<file path="src/rtl/alu_pkg.sv">
// Shared ALU definitions: operation codes and execute-unit FSM states.
// Latency: none (types and constants only).
// Backpressure: none (types and constants only).
package alu_pkg;

    localparam int ALU_OP_W = 3;

    localparam logic [ALU_OP_W-1:0] ALU_AND  = 3'd0;
    localparam logic [ALU_OP_W-1:0] ALU_XOR  = 3'd1;
    localparam logic [ALU_OP_W-1:0] ALU_SLL  = 3'd2;
    localparam logic [ALU_OP_W-1:0] ALU_ADD  = 3'd3;
    localparam logic [ALU_OP_W-1:0] ALU_SUB  = 3'd4;
    localparam logic [ALU_OP_W-1:0] ALU_MUL  = 3'd5;
    localparam logic [ALU_OP_W-1:0] ALU_SRAI = 3'd6;

    typedef enum logic {
        IDLE = 1'b0,
        MUL  = 1'b1
    } alu_state_t;

endpackage

</file>
<file path="src/rtl/alu_mul_iter.sv">
// Iterative shift-add multiplier: one multiplier bit consumed per step.
// Latency: WIDTH steps after load; product shows acc including the current step.
// Backpressure: none; the owner decides when to load and step.
module alu_mul_iter #(
    parameter int WIDTH = 32,
    parameter int SHW   = $clog2(WIDTH)
) (
    input  logic             clk_i,
    input  logic             rst_i,
    input  logic             load,
    input  logic             step,
    input  logic [WIDTH-1:0] a,
    input  logic [WIDTH-1:0] b,
    output logic             last,
    output logic [WIDTH-1:0] product
);

    logic [WIDTH-1:0] mcand;
    logic [WIDTH-1:0] mplier;
    logic [WIDTH-1:0] acc;
    logic [SHW-1:0]   cnt;

    // Accumulator value after the current step; on the last step this is the
    // final product, so the owner can register it in the same edge.
    assign product = mplier[0] ? (acc + mcand) : acc;
    assign last    = (cnt == SHW'(WIDTH - 1));

    // Operand capture on load, one shift-add iteration per step.
    always_ff @(posedge clk_i) begin
        if (rst_i) begin
            mcand  <= '0;
            mplier <= '0;
            acc    <= '0;
            cnt    <= '0;
        end else if (load) begin
            mcand  <= a;
            mplier <= b;
            acc    <= '0;
            cnt    <= '0;
        end else if (step) begin
            acc    <= product;
            mcand  <= mcand << 1;
            mplier <= mplier >> 1;
            cnt    <= cnt + 1'b1;
        end
    end

endmodule

</file>
<file path="src/rtl/alu_seq.sv">
// EX-stage execute unit: single-cycle logic/shift/add/sub, iterative multiply.
// Latency: 1 cycle for single-cycle ops, WIDTH cycles after accept for multiply.
// Backpressure: busy_o high during multiply; start_i is ignored while busy_o=1.
module alu_seq
    import alu_pkg::*;
#(
    parameter int WIDTH = 32,
    parameter int SHW   = $clog2(WIDTH)
) (
    input  logic                clk_i,
    input  logic                rst_i,
    input  logic                start_i,
    input  logic [ALU_OP_W-1:0] op_i,
    input  logic [WIDTH-1:0]    a_i,
    input  logic [WIDTH-1:0]    b_i,
    output logic                busy_o,
    output logic                done_o,
    output logic [WIDTH-1:0]    result_o,
    output logic                zero_o
);

    alu_state_t       state;
    alu_state_t       state_nxt;
    logic             mul_load;
    logic             mul_step;
    logic             mul_last;
    logic [WIDTH-1:0] mul_product;
    logic [SHW-1:0]   shamt;
    logic [WIDTH-1:0] alu_res;
    logic             res_we;
    logic [WIDTH-1:0] res_nxt;
    logic             done_nxt;

    assign shamt = b_i[SHW-1:0];

    alu_mul_iter #(
        .WIDTH (WIDTH),
        .SHW   (SHW)
    ) u_mul (
        .clk_i   (clk_i),
        .rst_i   (rst_i),
        .load    (mul_load),
        .step    (mul_step),
        .a       (a_i),
        .b       (b_i),
        .last    (mul_last),
        .product (mul_product)
    );

    // Single-cycle datapath; multiply and the reserved code both yield zero here.
    always_comb begin
        alu_res = '0;
        case (op_i)
            ALU_AND:  alu_res = a_i & b_i;
            ALU_XOR:  alu_res = a_i ^ b_i;
            ALU_SLL:  alu_res = a_i << shamt;
            ALU_ADD:  alu_res = a_i + b_i;
            ALU_SUB:  alu_res = a_i - b_i;
            ALU_SRAI: alu_res = $unsigned($signed(a_i) >>> shamt);
            default:  alu_res = '0;
        endcase
    end

    // Next-state and result-update control for the IDLE/MUL sequencer.
    always_comb begin
        state_nxt = state;
        mul_load  = 1'b0;
        mul_step  = 1'b0;
        res_we    = 1'b0;
        res_nxt   = alu_res;
        done_nxt  = 1'b0;
        case (state)
            IDLE: begin
                if (start_i) begin
                    if (op_i == ALU_MUL) begin
                        mul_load  = 1'b1;
                        state_nxt = MUL;
                    end else begin
                        res_we   = 1'b1;
                        done_nxt = 1'b1;
                    end
                end
            end
            MUL: begin
                mul_step = 1'b1;
                if (mul_last) begin
                    res_we    = 1'b1;
                    res_nxt   = mul_product;
                    done_nxt  = 1'b1;
                    state_nxt = IDLE;
                end
            end
            default: state_nxt = IDLE;
        endcase
    end

    // State register; reset aborts any multiply in flight.
    always_ff @(posedge clk_i) begin
        if (rst_i) begin
            state <= IDLE;
        end else begin
            state <= state_nxt;
        end
    end

    // Output registers: result and zero flag update together with the done pulse.
    always_ff @(posedge clk_i) begin
        if (rst_i) begin
            result_o <= '0;
            zero_o   <= 1'b1;
            done_o   <= 1'b0;
        end else begin
            done_o <= done_nxt;
            if (res_we) begin
                result_o <= res_nxt;
                zero_o   <= (res_nxt == '0);
            end
        end
    end

    assign busy_o = (state == MUL);

endmodule

</file>
<file path="config.mk">
export PLATFORM = sky130hd
export DESIGN_NAME = alu_seq
export DESIGN_NICKNAME = d
export VERILOG_FILES = /design/src/rtl/alu_pkg.sv /design/src/rtl/alu_mul_iter.sv /design/src/rtl/alu_seq.sv
export SDC_FILE = /design/constraint.sdc
export NUM_CORES = 1
export LEC_CHECK = 0
export CAP_MARGIN = 20
export CORE_MARGIN = 5
export CORE_UTILIZATION = 25
export DETAILED_ROUTE_END_ITERATION = 16
export PLACE_DENSITY = 0.45
export RECOVER_POWER = 25
export SYNTH_ARGS = -nofsm -noshare
export SYNTH_HDL_FRONTEND = slang
export SYNTH_SLANG_ARGS = --single-unit
</file>
<file path="constraint.sdc">
create_clock -name clk_i -period 7.6 [get_ports clk_i]
set_input_delay 1.52 -clock clk_i [delete_from_list [all_inputs] [get_ports clk_i]]
set_output_delay 1.52 -clock clk_i [all_outputs]
set_load 0.02 [all_outputs]
</file>
# After elaboration in Yosys (flattened, before gate mapping)
# Index checks and enable logic that the tools add are counted.
[totals]
wordCells = 46
ff_bits = 136
in_bits = 70
output_inout_bits = 35
[op_classes]
n_shift = 2
muxes = 18
n_eq_ne = 7
n_addsub = 4
bitwise_logic = 3
reduce_logical = 4
[ops]
columns = ["op", "n"]
rows = [
  ["$mux 32", 7],
  ["$pmux 32 s6", 1],
  ["$add 32x32->32", 2],
  ["$and 32x32->32", 1],
  ["$logic_not 32->1", 1],
  ["$shl 32x5->32", 1],
  ["$sshr 32x5->32", 1],
  ["$sub 32x32->32", 1],
  ["$xor 32x32->32", 1],
  ["$eq 3x3->1 const B", 3],
  ["$mux 1", 8],
  ["$eq 3x2->1 const B", 2],
  ["$add 5x1->5 const B", 1],
  ["$eq 5x5->1 const B", 1],
  ["$pmux 1 s2", 2],
  ["$eq 3x1->1 const B", 1],
  ["$logic_not 3->1", 1],
  ["$reduce_bool 2->1", 1],
  ["$reduce_or 2->1", 1],
  ["$not 1->1", 1],
]

# Depth between registers and ports, before layout
# Gate-level depths: netlist of the first run.
[depth]
depth_word = 5
mapped_depth = 25
ltp_nobuf = 20

# Hierarchy
# Synthesis of the first run repeated with hierarchy kept, for this count alone.
[hier_totals]
cells_unflattened = 2095
hier_area_um2 = 16005.4
[modules_own_cells]
columns = ["mod", "area_each_um2", "instances", "seq_area_each_um2", "cells_per_inst"]
rows = [
  ["alu_seq", 9615.5, 1, 700.7, 1298],
  ["alu_mul_iter", 6389.9, 1, 2021.9, 797],
]

# Worst setup path before layout of the first run
# OpenSTA, ideal clock, no wires.
[synth_path]
path_kind = "input-to-reg"
from = "input port b_i[1]"
to = "register zero_o"
path_buffers = 3
setup_ns = 0.084
path_stages = 22
setup_slack_ns = 1.287
t_arrival_ns = 6.228
required_ns = 7.516
path_cell_list = "inv_2 > buf_1 > clkbuf_1 > ha_1 > nand3b_1 > nor2_1 > nand3_1 > nand2_1 > xor2_1 > ha_1 > clkbuf_1 > and3_1 > nand4_1 > a211oi_1 > nor2_1 > a311oi_1 > and4_1 > mux2i_1 > a2111oi_0 > nand4_1 > or4_1 > o31ai_2"
[synth_via]
elab_chain_cells = 5
word_cells_on_any_way = 10
cone_classes = "add/sub: 2; shift: 2; mux: 3; bitwise: 2; reduce/logical: 1"
[synth_rtl]
columns = ["element", "line_no", "text"]
rows = [
  ["start: declaration", "alu_seq.sv:15", "input logic [WIDTH-1:0] b_i,"],
  ["$sub 32x32->32, or another cell as far along", "alu_seq.sv:58", "ALU_SUB: alu_res = a_i - b_i;"],
  ["$pmux 32 s6 (*)", "alu_seq.sv:53", "case (op_i)"],
  ["$mux 32", "alu_seq.sv:86", "if (mul_last) begin"],
  ["$mux 32 (*)", "alu_seq.sv:72", "case (state)"],
  ["$logic_not 32->1 (*)", "alu_seq.sv:116", "zero_o <= (res_nxt == '0);"],
  ["end signal: assignment", "alu_seq.sv:116", ""],
  ["end: declaration", "alu_seq.sv:19", "output logic zero_o"],
]
# Every way passes the cells marked *; elsewhere a longest branch is shown, timed or not.
# A chain may end at the register's enable or synchronous reset.

# Final worst setup path of the first run
[layout_path]
from = "input port b_i[7]"
to = "register zero_o"
[layout_via]
elab_chain_cells = 5
word_cells_on_any_way = 8
cone_classes = "add/sub: 2; mux: 3; bitwise: 2; reduce/logical: 1"
[layout_rtl]
columns = ["element", "line_no"]
rows = [
  ["$sub 32x32->32, or another cell as far along", "alu_seq.sv:58"],
  ["$pmux 32 s6 (*)", "alu_seq.sv:53"],
  ["$mux 32", "alu_seq.sv:86"],
  ["$mux 32 (*)", "alu_seq.sv:72"],
  ["$logic_not 32->1 (*)", "alu_seq.sv:116"],
]
# Marked as above.

==> results_dict.tcl, run 1 <==
set metrics [dict create \
    grt_overflow 0 \
    r2r_setup_slack_ns 2.87 \
    ios 105 \
    clk_pin_slew_ns 0.06 \
    cp-endpoint "zero_o$_SDFFE_PP1P_" \
    hold-worst-slack_ns 0.452 \
    place.gp.congestion 0.997 \
    antenna_found_initial 3 \
    synthArstFlopShare_pct 0 \
    grt_usage_pct 23.4 \
    fillers 6594 \
    crit_fanout 5 \
    power.density_nw_per_um2 149 \
    area_growth_pct 17.9 \
    leakagePower_uw 0.00671 \
    violations "capacitance limit, slew limit" \
    hold_viol 0 \
    crit_path_frequent_cell "nand4_1" \
    route.vias.total 17300 \
    ys_ff_latch 136 \
    maxSlewViolCount 27 \
    crit_chain "clkdlybuf4s50_1 -> nor3_1 -> nand3_1 -> o21ai_0 -> xor2_1 -> ha_1 -> and3_1 -> nand4_1 -> a211oi_1 -> nor2_1 -> a311oi_1 -> and4_1 -> mux2i_1 -> a2111oi_0 -> buf_4 -> nand4_1 -> or4_1 -> o31ai_2" \
    worst_ir_drop_vdd_mv 0.163 \
    grt_max_degree 89 \
    cts_resized 0 \
    drc 0 \
    yosysWarnings 0 \
    period_minus_slack_ns 7.10 \
    drt-total-wl_um 80500 \
    cts_buffers 17 \
    wl_per_cell_um 27.6 \
    worst_r2r_endpoint "zero_o$_SDFFE_PP1P_" \
    drt-initial-drc-count 1798 \
    initial_core_util_pct 25.1 \
    max_slew_margin_pct -6.64 \
    h-tree-depth 4 \
    avgSynthCellArea_um2 7.33 \
    port_buffers 104 \
    slowest_stage "nor3_1" \
    critPathMaxStageDelay_ns 0.87 \
    fin_crit_sh_pct 93.4 \
    hold_path_class "reg -> reg" \
    setup_viol 0 \
    ys_seq_area_share_pct 18.0 \
    drv_cap 2 \
    ant_nets 0 \
    postSynthNetCount 2234 \
    ys.flop_type "dfxtp_1" \
    grt_pass1_vias 16100 \
    synth_top_cell_by_area "dfxtp_1" \
    die_height_um 256 \
    critPathArrivalTime_ns 7.48 \
    cts_buffer_depth 2 \
    rr_worst_depth 15 \
    core.rowCount 90 \
    via_per_inst 5.92 \
    die_area_um2 65500 \
    skew_ns 0.0234 \
    synth_cells 2064 \
    synth_common_cells "a21oi_1, nand2_1, nor2_1" \
    clock_sinks 136 \
    worstMarginPinSlew_ns 1.60 \
    first_pass_iters 6 \
    holdBufCountCts 0 \
    max_freq_mhz 141 \
    required_ns 7.98 \
    timing.critical_path.to_type "register" \
    cp-start-kind "input pin" \
    outcome "finished with violations" \
    synth_cell_types 81 \
    synth_top_area_share_pct 18.0 \
    hpwlAfterDp_um 62200 \
    die_w_um 256 \
    drive_above_1_share_pct 10.1 \
    syn-cell-area_um2 15100 \
    finalSetupTns_ns 0 \
    worst_r2r_startpoint "u_mul.mcand[0]$_SDFFE_PP0P_" \
    critical_path_class "in -> reg" \
    tritoncts "done" \
    critPathLaunch "b_i[7]" \
    root_buffer "clkbuf_16" \
    core-area_um2 60100 \
    grt_pass1_wl_um 116000 \
    antennaDiodeCount 0 \
    post_cts_buffers 0 \
    rsz0062_at_grt "no" \
    finalNetCount 2296 \
    synth.most_common_cell "a21oi_1" \
    clkLatencyLatePin_ns 0.47 \
    yosys-top-cells-area "dfxtp_1, a21oi_1, ha_1" \
    synth_edf_count 0 \
]
-- worst min-delay path by stage --
stage                                           from                    endpoint  slack (ns)  cells after the start
after global routing       result_o[17]$_SDFFE_PP0P_   result_o[17]$_SDFFE_PP0P_        0.47                      2
after CTS                  result_o[14]$_SDFFE_PP0P_   result_o[14]$_SDFFE_PP0P_        0.46                      2
after global placement     result_o[17]$_SDFFE_PP0P_   result_o[17]$_SDFFE_PP0P_        0.45                      2
after detailed placement   result_o[17]$_SDFFE_PP0P_   result_o[17]$_SDFFE_PP0P_        0.45                      2
after floorplan           u_mul.acc[26]$_SDFFE_PP0P_  u_mul.acc[26]$_SDFFE_PP0P_        0.45                      2
final                      result_o[14]$_SDFFE_PP0P_   result_o[14]$_SDFFE_PP0P_        0.45                      2
-- sequential cells by signal, indices dropped and copies added (netlist names) --
signal,count
u_mul.cnt,5
u_mul.mcand,32
u_mul.acc,32
result_o,32
busy_o,1
zero_o,1
u_mul.mplier,32
done_o,1
-- report_power, final --
part | internal (uW) | leakage, uW | total [uW] | switching, uW
clock network | 528 | 0.000299 | 888 | 360
logic | 362 | 0.00530 | 1010 | 646
registers | 737 | 0.00111 | 755 | 18.0
total | 1630 | 0.00671 | 2650 | 1020
-- per-stage QoR --
step	setup slack [ns]	std cells	total power (uW)	utilization, %	cell area (um2)
global route	0.303	2921	2760	29.6	17800
CTS	0.754	2920	2660	29.7	17800
finish	0.499	2921	2650	29.6	17800
floorplan	1.29	2064	1330	-	15100
detailed placement	0.287	2888	1750	28.6	17200
global placement	0.312	2887	1760	28.6	17200
-- critical path, delay by kind of cell --
kind | cells | cell delay, ns
AO/OA/AOI/OAI | 5 | 2.05
XOR/XNOR | 1 | 0.10
adder cells (fa/ha/maj) | 1 | 0.31
buffers and inverters | 2 | 0.72
multiplexers | 1 | 0.08
AND/OR/NAND/NOR | 8 | 2.70
-- layout make-up --
class                      instances  area, um2  area share, %
multi-input combinational       1736      11600           65.3
clock buffer                      19        443           2.48
timing repair buffer             201       1740           9.75
clock inverter                    13        166          0.933
sequential                       136       2730           15.3
inverter                          34        128          0.716
tap                              782        978           5.49
-- placed cells by master (no fill, tap or decap), drive strengths merged, types with 18 or more instances in the layout --
cell	instances
clkdlybuf4s50	65
o21ai	92
dfxtp	136
nor2b	23
a211oi	49
ha	98
clkbuf	22
mux2	26
nand4	21
dlygate4sd3	34
nand2	253
xnor2	37
o22ai	38
xor2	38
nand3	91
a221oi	18
buf	99
nor3	33
mux2i	104
inv	38
a31oi	22
or3	20
nor2	212
mux4	37
a21oi	261
-- layer usage --
metal  part of all wire [%]  vias to the layer above  global-route usage [%]
met1                     46                     8439                    33.4
li1                       -                     7823                       -
met3                    8.3                      142                    4.75
met2                     43                      884                    35.8
met5                      0                        -                       0
met4                    3.0                        0                    6.79
-- cell families after synthesis --
kind of cell               count (synthesis)  share of synthesized area, %
AOI/OAI and AO/OA                        661                          27.8
buffers and inverters                    192                          5.15
muxes                                    167                          14.4
xor gates and xnor gates                  75                          4.34
and+or+nand+nor                          733                          22.0
adders and majority gates                100                          8.37
DFF                                      136                          18.0
No activity file was read; power rests on OpenSTA's default activity.
==> run 2: changes to the inputs <==
- CORE_MARGIN: 5 -> default
- SETUP_SLACK_MARGIN: default -> 0.1
==> run 2 against run 1 <==
  * The run still ends with capacitance limit, slew limit left
  * Worst setup slack improved by 0.23 ns
  * Utilization increased by 0.37 points
  * Global-route usage increased by 2.4 points
  * Register-to-register slack got worse by 0.29 ns
  * Sequential cell count unchanged
  * Routed wire length decreased by 0.77%
  * Cell count decreased by 0.38%
  * Final area about the same
  * Die area decreased by 6.2%
  * Critical path type unchanged
==> results_dict.tcl, run 2 (synthesis results as in run 1) <==
set metrics [dict create \
    initial_core_util_pct 25.5 \
    holdBufCountCts 0 \
    finalNetCount 2294 \
    route.vias.total 17200 \
    critPathArrivalTime_ns 7.25 \
    root_buffer "clkbuf_16" \
    skew_ns 0.00920 \
    rr_worst_depth 14 \
    die_w_um 248 \
    violations "capacitance limit, slew limit" \
    outcome "finished with violations" \
    drt-total-wl_um 79900 \
    critical_path_class "in -> reg" \
    drc 0 \
    die_height_um 248 \
    core-area_um2 59400 \
    clk_pin_slew_ns 0.06 \
    antennaDiodeCount 0 \
    die_area_um2 61500 \
    cts_resized 0 \
    seqCellArea_um2 2730 \
    r2r_setup_slack_ns 2.58 \
    seqPwrFrac_pct 28.7 \
    drv_cap 1 \
    via_per_inst 5.91 \
    worst_r2r_endpoint "zero_o$_SDFFE_PP1P_" \
    place.gp.congestion 0.977 \
    ios 105 \
    leakagePower_uw 0.00670 \
    dpl-instance-area_um2 17200 \
    crit_fanout 6 \
    hold_path_class "reg -> reg" \
    grt_usage_pct 25.8 \
    worst_r2r_startpoint "u_mul.cnt[0]$_SDFFE_PP0P_" \
    p_clk_share_pct 33.1 \
    final_util_pct 30.0 \
    core.rowCount 89 \
    p_comb_share_pct 38.2 \
    switching_share_pct 38.8 \
    final_common_cell "a21oi_1" \
    setup_viol 0 \
    cts_buffer_depth 2 \
    required_ns 7.98 \
    fin_crit_sh_pct 90.4 \
    maxSlewViolCount 34 \
    worst_ir_drop_vdd_mv 0.176 \
    cp-start-kind "input pin" \
    cts_buffers 17 \
    p_sw_uw 1020 \
    hpwlAfterDp_um 61500 \
    clock_sinks 136 \
    post_cts_buffers 0 \
    max_freq_mhz 145 \
    min_path_cells 2 \
    antenna_found_initial 2 \
    grt_overflow 0 \
    rsz0062_at_grt "no" \
    period_minus_slack_ns 6.87 \
    power_uw 2640 \
    max_slew_margin_pct -21.9 \
    final_cell_mix "a21oi_1, nand2_1, nor2_1" \
    finalSetupTns_ns 0 \
    fillers 6461 \
    drt-initial-drc-count 2055 \
    grt_max_degree 80 \
    grt_pass1_wl_um 115000 \
    ant_nets 0 \
    tritoncts "done" \
    h-tree-depth 4 \
    area_growth_pct 17.8 \
    drive_above_1_share_pct 10.1 \
    hold_start "result_o[17]$_SDFFE_PP0P_" \
    hold_viol 0 \
    intPower_uw 1610 \
    power.density_nw_per_um2 148 \
    timing.critical_path.to_type "register" \
    port_buffers 104 \
    first_pass_iters 6 \
    multi_input_area_um2 11600 \
    worstMarginPinSlew_ns 1.83 \
    min_to "result_o[17]$_SDFFE_PP0P_" \
    wl_per_cell_um 27.5 \
    clkLatencyLatePin_ns 0.47 \
    grt_pass1_vias 16000 \
    design_area_um2 17800 \
]
[run 2: stage by stage]
stage | hold slack, ns | std cells | setup slack, ns
after detailed placement | 0.451 | 2878 | 0.450
after CTS | 0.460 | 2910 | 0.936
final | 0.452 | 2910 | 0.726
after floorplan | 0.447 | 2064 | 1.29
after global placement | 0.446 | 2876 | 0.330
after global routing | 0.470 | 2910 | 0.489
[run 2: area by class of cell]
class / instances / share of cell area, %
multi-input cells: 1736 / 65.4
inverters: 34 / 0.716
well taps: 773 / 5.43
clock inverters: 12 / 0.773
flip-flops and latches: 136 / 15.3
clock buffers: 20 / 2.62
repair buffers: 199 / 9.77
[run 2: worst max-delay path by stage]
stage,end,depth (start not counted),from
6_report,zero_o$_SDFFE_PP1P_,17,op_i[2]
5_1_grt,zero_o$_SDFFE_PP1P_,20,b_i[15]
3_3_place_gp,zero_o$_SDFFE_PP1P_,16,op_i[2]
4_1_cts,zero_o$_SDFFE_PP1P_,16,op_i[2]
2_1_floorplan,zero_o$_SDFFE_PP1P_,22,b_i[1]
3_5_place_dp,zero_o$_SDFFE_PP1P_,16,op_i[2]
[run 2: metal layers]
metal | routed length (um) | vias to the layer above | global-route usage, %
met5 | 0 | - | 0.318
li1 | - | 7803 | -
met1 | 36500 | 8376 | 36.5
met3 | 6160 | 141 | 3.73
met4 | 3210 | 0 | 11.0
met2 | 34000 | 870 | 38.6
[run 2: worst max-delay path, cell delays in order]
cell and delay [ns]:
dlygate4sd3_1 0.64, nor3b_1 0.88, nor2_1 0.11, xnor2_1 0.17, ha_1 0.37, nor2b_1 0.22
o2111ai_1 0.24, a211oi_1 0.53, nor2_1 0.14, a311oi_1 0.49, and4_1 0.34, mux2i_1 0.09
a2111oi_0 0.50, buf_4 0.20, nand4_1 0.08, or4_1 0.50, o31ai_2 0.21
[run 2: power groups by stage]
stage	registers (uW)	logic, uW	clock network (uW)
3_3_place_gp	771	987	0
5_1_grt	758	1060	922
4_1_cts	756	988	903
2_1_floorplan	784	549	0
6_report	755	1010	873
3_5_place_dp	772	984	0
